File: config.mk
export PLATFORM = sky130hd
export DESIGN_NAME = vga_entity_renderer
export DESIGN_NICKNAME = d
export VERILOG_FILES = /design/src/rtl/vga_entity_renderer.sv
export SDC_FILE = /design/constraint.sdc
export NUM_CORES = 2
export LEC_CHECK = 0
export ABC_CLOCK_PERIOD_IN_PS = 23200
export CAP_MARGIN = 20
export CELL_PAD_IN_SITES_DETAIL_PLACEMENT = 0
export CELL_PAD_IN_SITES_GLOBAL_PLACEMENT = 2
export CORE_AREA = 2 2 348 281
export DETAILED_ROUTE_END_ITERATION = 8
export DIE_AREA = 0 0 350 283
export HOLD_SLACK_MARGIN = 0.15
export PLACE_DENSITY_LB_ADDON = 0.1
export SLEW_MARGIN = 5
export SYNTH_ARGS = -nofsm -noshare
export SYNTH_HDL_FRONTEND = slang
export SYNTH_SLANG_ARGS = --single-unit
File: constraint.sdc
create_clock -name CLOCK_50 -period 23.2 [get_ports CLOCK_50]
set_input_delay 6.96 -clock CLOCK_50 [delete_from_list [all_inputs] [get_ports CLOCK_50]]
set_output_delay 6.96 -clock CLOCK_50 [all_outputs]
set_load 0.01 [all_outputs]
File: src/rtl/vga_entity_renderer.sv
// VGA renderer for the game entity bus: per-frame snapshot of entity positions,
// a 3-tick pixel pipeline, and 24-bit RGB plus sync for the board DAC.
module vga_entity_renderer #(
    parameter int          NAVE_W     = 45,
    parameter int          NAVE_H     = 20,
    parameter int          INIM_W     = 30,
    parameter int          INIM_H     = 20,
    parameter logic [23:0] COR_FUNDO  = 24'h000000,
    parameter logic [23:0] COR_NAVE   = 24'h00FF00,
    parameter logic [23:0] COR_INIM   = 24'hFF00FF,
    parameter logic [23:0] COR_BOLA_A = 24'hFFFFFF,
    parameter logic [23:0] COR_BOLA_I = 24'hFF0000,
    parameter int          H_VISIBLE  = 640,
    parameter int          H_FRONT    = 16,
    parameter int          H_SYNC     = 96,
    parameter int          H_BACK     = 48,
    parameter int          V_VISIBLE  = 480,
    parameter int          V_FRONT    = 10,
    parameter int          V_SYNC     = 2,
    parameter int          V_BACK     = 33
) (
    input  logic        CLOCK_50,
    input  logic        reset,
    input  logic [9:0]  x_nave,
    input  logic [9:0]  y_nave,
    input  logic [9:0]  x_bola_aliada,
    input  logic [9:0]  y_bola_aliada,
    input  logic [9:0]  raio_bola_aliada,
    input  logic [9:0]  x_bola_inimiga,
    input  logic [9:0]  y_bola_inimiga,
    input  logic [9:0]  raio_bola_inimiga,
    input  logic [49:0] inimigo_x,
    input  logic [49:0] inimigo_y,
    input  logic [4:0]  inimigo_vivo,
    output logic [7:0]  vga_r,
    output logic [7:0]  vga_g,
    output logic [7:0]  vga_b,
    output logic        vga_hs,
    output logic        vga_vs,
    output logic        vga_blank_n,
    output logic        vga_clk
);
    localparam logic [9:0]  H_LAST = 10'(H_VISIBLE + H_FRONT + H_SYNC + H_BACK - 1);
    localparam logic [9:0]  V_LAST = 10'(V_VISIBLE + V_FRONT + V_SYNC + V_BACK - 1);
    localparam logic [9:0]  H_VIS  = 10'(H_VISIBLE);
    localparam logic [9:0]  V_VIS  = 10'(V_VISIBLE);
    localparam logic [9:0]  HS_BEG = 10'(H_VISIBLE + H_FRONT);
    localparam logic [9:0]  HS_END = 10'(H_VISIBLE + H_FRONT + H_SYNC);
    localparam logic [9:0]  VS_BEG = 10'(V_VISIBLE + V_FRONT);
    localparam logic [9:0]  VS_END = 10'(V_VISIBLE + V_FRONT + V_SYNC);
    localparam logic [10:0] NW     = 11'(NAVE_W);
    localparam logic [10:0] NH     = 11'(NAVE_H);
    localparam logic [10:0] IW     = 11'(INIM_W);
    localparam logic [10:0] IH     = 11'(INIM_H);

    logic       pix_en;
    logic [9:0] h_cnt, v_cnt;
    logic       snapshot;

    always_ff @(posedge CLOCK_50) begin
        if (reset) pix_en <= 1'b0;
        else       pix_en <= ~pix_en;
    end
    assign vga_clk = pix_en;

    always_ff @(posedge CLOCK_50) begin
        if (reset) begin
            h_cnt <= '0;
            v_cnt <= '0;
        end else if (pix_en) begin
            if (h_cnt == H_LAST) begin
                h_cnt <= '0;
                v_cnt <= (v_cnt == V_LAST) ? 10'd0 : v_cnt + 10'd1;
            end else begin
                h_cnt <= h_cnt + 10'd1;
            end
        end
    end

    // Entity positions are latched once per frame at vblank start to avoid tearing.
    logic [9:0]  sh_x_nave, sh_y_nave, sh_x_ba, sh_y_ba, sh_r_ba, sh_x_bi, sh_y_bi, sh_r_bi;
    logic [49:0] sh_inim_x, sh_inim_y;
    logic [4:0]  sh_vivo;

    assign snapshot = pix_en && (h_cnt == 10'd0) && (v_cnt == V_VIS);

    always_ff @(posedge CLOCK_50) begin
        if (reset) begin
            sh_x_nave <= '0; sh_y_nave <= '0;
            sh_x_ba   <= '0; sh_y_ba   <= '0; sh_r_ba <= '0;
            sh_x_bi   <= '0; sh_y_bi   <= '0; sh_r_bi <= '0;
            sh_inim_x <= '0; sh_inim_y <= '0; sh_vivo <= '0;
        end else if (snapshot) begin
            sh_x_nave <= x_nave;          sh_y_nave <= y_nave;
            sh_x_ba   <= x_bola_aliada;   sh_y_ba   <= y_bola_aliada;   sh_r_ba <= raio_bola_aliada;
            sh_x_bi   <= x_bola_inimiga;  sh_y_bi   <= y_bola_inimiga;  sh_r_bi <= raio_bola_inimiga;
            sh_inim_x <= inimigo_x;       sh_inim_y <= inimigo_y;       sh_vivo <= inimigo_vivo;
        end
    end

    logic [9:0] s1_h, s1_v;
    logic       s1_vis, s1_hs, s1_vs;

    always_ff @(posedge CLOCK_50) begin
        if (reset) begin
            s1_h <= '0; s1_v <= '0;
            s1_vis <= 1'b0; s1_hs <= 1'b0; s1_vs <= 1'b0;
        end else if (pix_en) begin
            s1_h   <= h_cnt;
            s1_v   <= v_cnt;
            s1_vis <= (h_cnt < H_VIS) && (v_cnt < V_VIS);
            s1_hs  <= (h_cnt >= HS_BEG) && (h_cnt < HS_END);
            s1_vs  <= (v_cnt >= VS_BEG) && (v_cnt < VS_END);
        end
    end

    // 11-bit bounds so sprites near 1023 clip at the right edge instead of wrapping.
    function automatic logic in_rect(input logic [9:0] px, input logic [9:0] py,
                                     input logic [9:0] rx, input logic [9:0] ry,
                                     input logic [10:0] w, input logic [10:0] hgt);
        logic [10:0] px11, py11, rx11, ry11;
        px11 = {1'b0, px};
        py11 = {1'b0, py};
        rx11 = {1'b0, rx};
        ry11 = {1'b0, ry};
        return (px11 >= rx11) && (px11 < rx11 + w) && (py11 >= ry11) && (py11 < ry11 + hgt);
    endfunction

    function automatic logic shot_hit(input logic [9:0] px, input logic [9:0] py,
                                      input logic [9:0] cx, input logic [9:0] cy,
                                      input logic [9:0] r);
        logic signed [10:0] dx, dy;
        logic signed [21:0] dxw, dyw;
        logic [21:0]        d2, r2;
        dx  = $signed({1'b0, px}) - $signed({1'b0, cx});
        dy  = $signed({1'b0, py}) - $signed({1'b0, cy});
        dxw = dx;
        dyw = dy;
        d2  = $unsigned(dxw * dxw) + $unsigned(dyw * dyw);
        r2  = {12'd0, r} * {12'd0, r};
        return (r != 10'd0) && (d2 <= r2);
    endfunction

    logic hit_nave, hit_inim, hit_ba, hit_bi;

    always_comb begin
        hit_inim = 1'b0;
        for (int k = 0; k < 5; k++) begin
            if (sh_vivo[k] && in_rect(s1_h, s1_v, sh_inim_x[10*k +: 10], sh_inim_y[10*k +: 10], IW, IH))
                hit_inim = 1'b1;
        end
    end

    assign hit_nave = in_rect(s1_h, s1_v, sh_x_nave, sh_y_nave, NW, NH);
    assign hit_ba   = shot_hit(s1_h, s1_v, sh_x_ba, sh_y_ba, sh_r_ba);
    assign hit_bi   = shot_hit(s1_h, s1_v, sh_x_bi, sh_y_bi, sh_r_bi);

    logic s2_nave, s2_inim, s2_ba, s2_bi, s2_vis, s2_hs, s2_vs;

    always_ff @(posedge CLOCK_50) begin
        if (reset) begin
            s2_nave <= 1'b0; s2_inim <= 1'b0; s2_ba <= 1'b0; s2_bi <= 1'b0;
            s2_vis  <= 1'b0; s2_hs   <= 1'b0; s2_vs <= 1'b0;
        end else if (pix_en) begin
            s2_nave <= hit_nave; s2_inim <= hit_inim; s2_ba <= hit_ba; s2_bi <= hit_bi;
            s2_vis  <= s1_vis;   s2_hs   <= s1_hs;    s2_vs <= s1_vs;
        end
    end

    logic [23:0] rgb_next;

    always_comb begin
        rgb_next = COR_FUNDO;
        if (!s2_vis)      rgb_next = 24'h000000;
        else if (s2_bi)   rgb_next = COR_BOLA_I;
        else if (s2_ba)   rgb_next = COR_BOLA_A;
        else if (s2_nave) rgb_next = COR_NAVE;
        else if (s2_inim) rgb_next = COR_INIM;
    end

    always_ff @(posedge CLOCK_50) begin
        if (reset) begin
            {vga_r, vga_g, vga_b} <= 24'h000000;
            vga_hs      <= 1'b1;
            vga_vs      <= 1'b1;
            vga_blank_n <= 1'b0;
        end else if (pix_en) begin
            {vga_r, vga_g, vga_b} <= rgb_next;
            vga_hs      <= ~s2_hs;
            vga_vs      <= ~s2_vs;
            vga_blank_n <= s2_vis;
        end
    end
endmodule

==> flow_metrics.tcl <==
set metrics [dict create \
    status "complete, no violations" \
    power.density_nw_per_um2 23.6 \
    path_clk_slew_ns 0.08 \
    viasPerCell 4.98 \
    synth_cell_types 85 \
    fin_util_pct 46.5 \
    io_pins 215 \
    portBuffers 214 \
    cts_root_buffer "clkbuf_16" \
    area_growth_pct 11.3 \
    die_h_um 283 \
    tns_ns 0 \
    synth-edff-count 0 \
    die_w_um 350 \
    crit_path_frequent_cell "fa_1" \
    synth_cells 4691 \
    dieArea_um2 99100 \
    r2r-end "s2_bi" \
    hold_depth 2 \
    critPathSlowestCell "nor2_1" \
    cts_tree "yes" \
    grt_pass1_wl_um 182000 \
    totalWireLength_um 114000 \
    vias 30600 \
    total_power_mw 1.05 \
    drive_gt1_share_pct 2.74 \
    end_kind "flop" \
    grt_pass1_vias 31700 \
    critical_path.endpoint "s2_bi" \
    initialDrtViolationCount 1397 \
    slew_headroom_pct 20.1 \
    critPathKind "flop to flop" \
    ys_ff_latch 242 \
    min_path_type "flop to flop" \
    rsz0062_at_grt "no" \
    ys_seq_area_share_pct 12.1 \
    grtUsageTotal_pct 23.5 \
    largestRegisters "sh_inim_x: 50 flops, sh_inim_y: 50 flops" \
    drv_slew 0 \
    period_share_pct 45.2 \
    nets 6159 \
    dr.pass1.iters 5 \
    place_congestion 0.877 \
    finClkSkew_ns 0.0344 \
    cp.required_ns 23.78 \
    fmax_mhz 95.3 \
    cts_max_level 1 \
    grt_max_degree 146 \
    synth_nets 6024 \
    synth.avg_cell_area_um2 8.52 \
    wl_per_cell_um 18.5 \
    cts_hold_buf 0 \
    maxCapViolCount 0 \
    yosys_most_used_dff "dfxtp_1" \
    rr_startpoint "s1_v[0]" \
    vdd_drop_max_uv 60.9 \
    drc 0 \
    worst_ep_arrival_time_ns 11.07 \
    ys_async_sr_fraction_pct 0 \
    layout_min_cycle_time_ns 10.49 \
    cts_sinks 242 \
    finalHoldViolCount 0 \
    grt_antenna_before_repair 7 \
    worstMarginPinSlew_ns 1.19 \
    initial_utilization_pct 41.7 \
    r2r_cells 37 \
    grt-ovfl-total 0 \
    mappedNetlistArea_um2 40000 \
    crit_fanout 15 \
    setup_viol 0 \
    core_area_um2 95800 \
    post_cts_resized 0 \
    cts-buffers-inserted 31 \
    clock_latency_ns 0.65 \
    cts_max_path_buffers 3 \
    critPathMaxStageDelay_ns 0.88 \
    ys_warn_count 0 \
    startpoint "s1_v[0]" \
    postCtsSetupBuffers 0 \
    start_kind "flop" \
    ant_nets 0 \
    hpwlAfterDp_um 92300 \
    placementRows 102 \
    p_leak_nw 21.0 \
    r2r_slack_ns 12.71 \
]
routing by layer:
layer	vias to the layer above	wire length [um]	GRT usage (%)
met5	-	69	0
met4	10	1810	3.49
met3	94	6730	4.84
met2	545	48700	35.8
met1	14700	56300	34.8
li1	15300	-	-
cell families after synthesis:
logic type	Yosys count	synth area share, %
buffers and inverters	1084	10.5
flip-flops	242	12.1
multiplexers	30	0.760
AO/OA/AOI/OAI	709	10.9
AND/OR/NAND/NOR	1264	14.3
XOR/XNOR	216	4.82
adder cells (fa/ha/maj)	1146	46.5
power breakdown:
group	internal [mW]	switching (mW)	total, mW
logic	0.0401	0.0345	0.0747
clock network	0.328	0.231	0.559
registers	0.417	0.000966	0.418
final cells by class:
class / instances / area, um^2
Antenna cell: 3 / 7.51
Clock inverter: 17 / 280
Multi-Input combinational cell: 3365 / 30900
Fill cell: 9536 / 51300
Sequential cell: 242 / 4850
Tap cell: 1300 / 1630
Clock buffer: 40 / 850
Timing Repair Buffer: 258 / 2490
Inverter: 928 / 3480
metrics by stage:
step / setup WS, ns / std cells / hold WS [ns] / instance area [um^2]
finish: 12.71 / 6153 / 0.453 / 44500
global route: 11.74 / 6150 / 0.473 / 44500
CTS: 12.66 / 6150 / 0.456 / 44500
detailed placement: 12.69 / 6093 / 0.448 / 43400
global placement: 12.93 / 6092 / 0.440 / 43400
floorplan: 13.85 / 4691 / 0.415 / 40000
cell usage after synthesis, types with 22 or more instances:
| master | number | area, um^2 |
|---|---|---|
| xor2_1 | 55 | 482 |
| nor2_1 | 243 | 912 |
| nand2b_1 | 39 | 244 |
| nand3_1 | 69 | 345 |
| a211oi_1 | 22 | 165 |
| nand4_1 | 28 | 175 |
| o21a_1 | 27 | 203 |
| buf_2 | 25 | 125 |
| o21ai_0 | 113 | 566 |
| dfxtp_1 | 242 | 4840 |
| clkbuf_1 | 103 | 387 |
| inv_1 | 920 | 3450 |
| fa_1 | 568 | 11400 |
| nand2_1 | 574 | 2150 |
| mux2i_1 | 27 | 270 |
| a21o_1 | 55 | 413 |
| xnor2_1 | 158 | 1380 |
| ha_1 | 578 | 7230 |
| nor2b_1 | 36 | 225 |
| a21oi_1 | 318 | 1590 |
| and2_1 | 80 | 500 |
| nor3_1 | 95 | 475 |
cell usage in the layout (no fill, tap or decap), drive strengths merged, types with 18 or more instances in the layout:
master	n
a21oi	318
nor3	95
nand2	574
and3	18
a211oi	22
dfxtp	242
buf	44
xor2	55
nand2b	39
ha	578
clkbuf	41
inv	926
a21o	56
nor4	20
o21a	27
nand4	28
mux2i	27
clkdlybuf4s50	213
o211ai	19
or3	21
nor2	243
nor2b	36
nand3	70
fa	568
o21ai	118
xnor2	159
and2	80
a31oi	20
critical path: cells and delay by family (launching register included):
kind	cells	cell delay, ns
AOI/OAI and AO/OA	14	2.73
xor gates and xnor gates	1	0.14
DFF	1	0.31
adders and majority gates	11	4.89
and+or+nand+nor	6	1.69
buffers and inverters	5	0.68
worst min path at each step:
stage | end | startpoint | slack [ns]
after floorplan | s1_vs | s1_vs | 0.42
after global placement | sh_inim_y[49] | sh_inim_y[49] | 0.44
after detailed placement | sh_inim_y[29] | sh_inim_y[29] | 0.45
after CTS | sh_inim_y[31] | sh_inim_y[31] | 0.46
after global routing | sh_vivo[2] | sh_vivo[2] | 0.47
final | sh_vivo[2] | sh_vivo[2] | 0.45
Power figures use the tool's default switching activity.
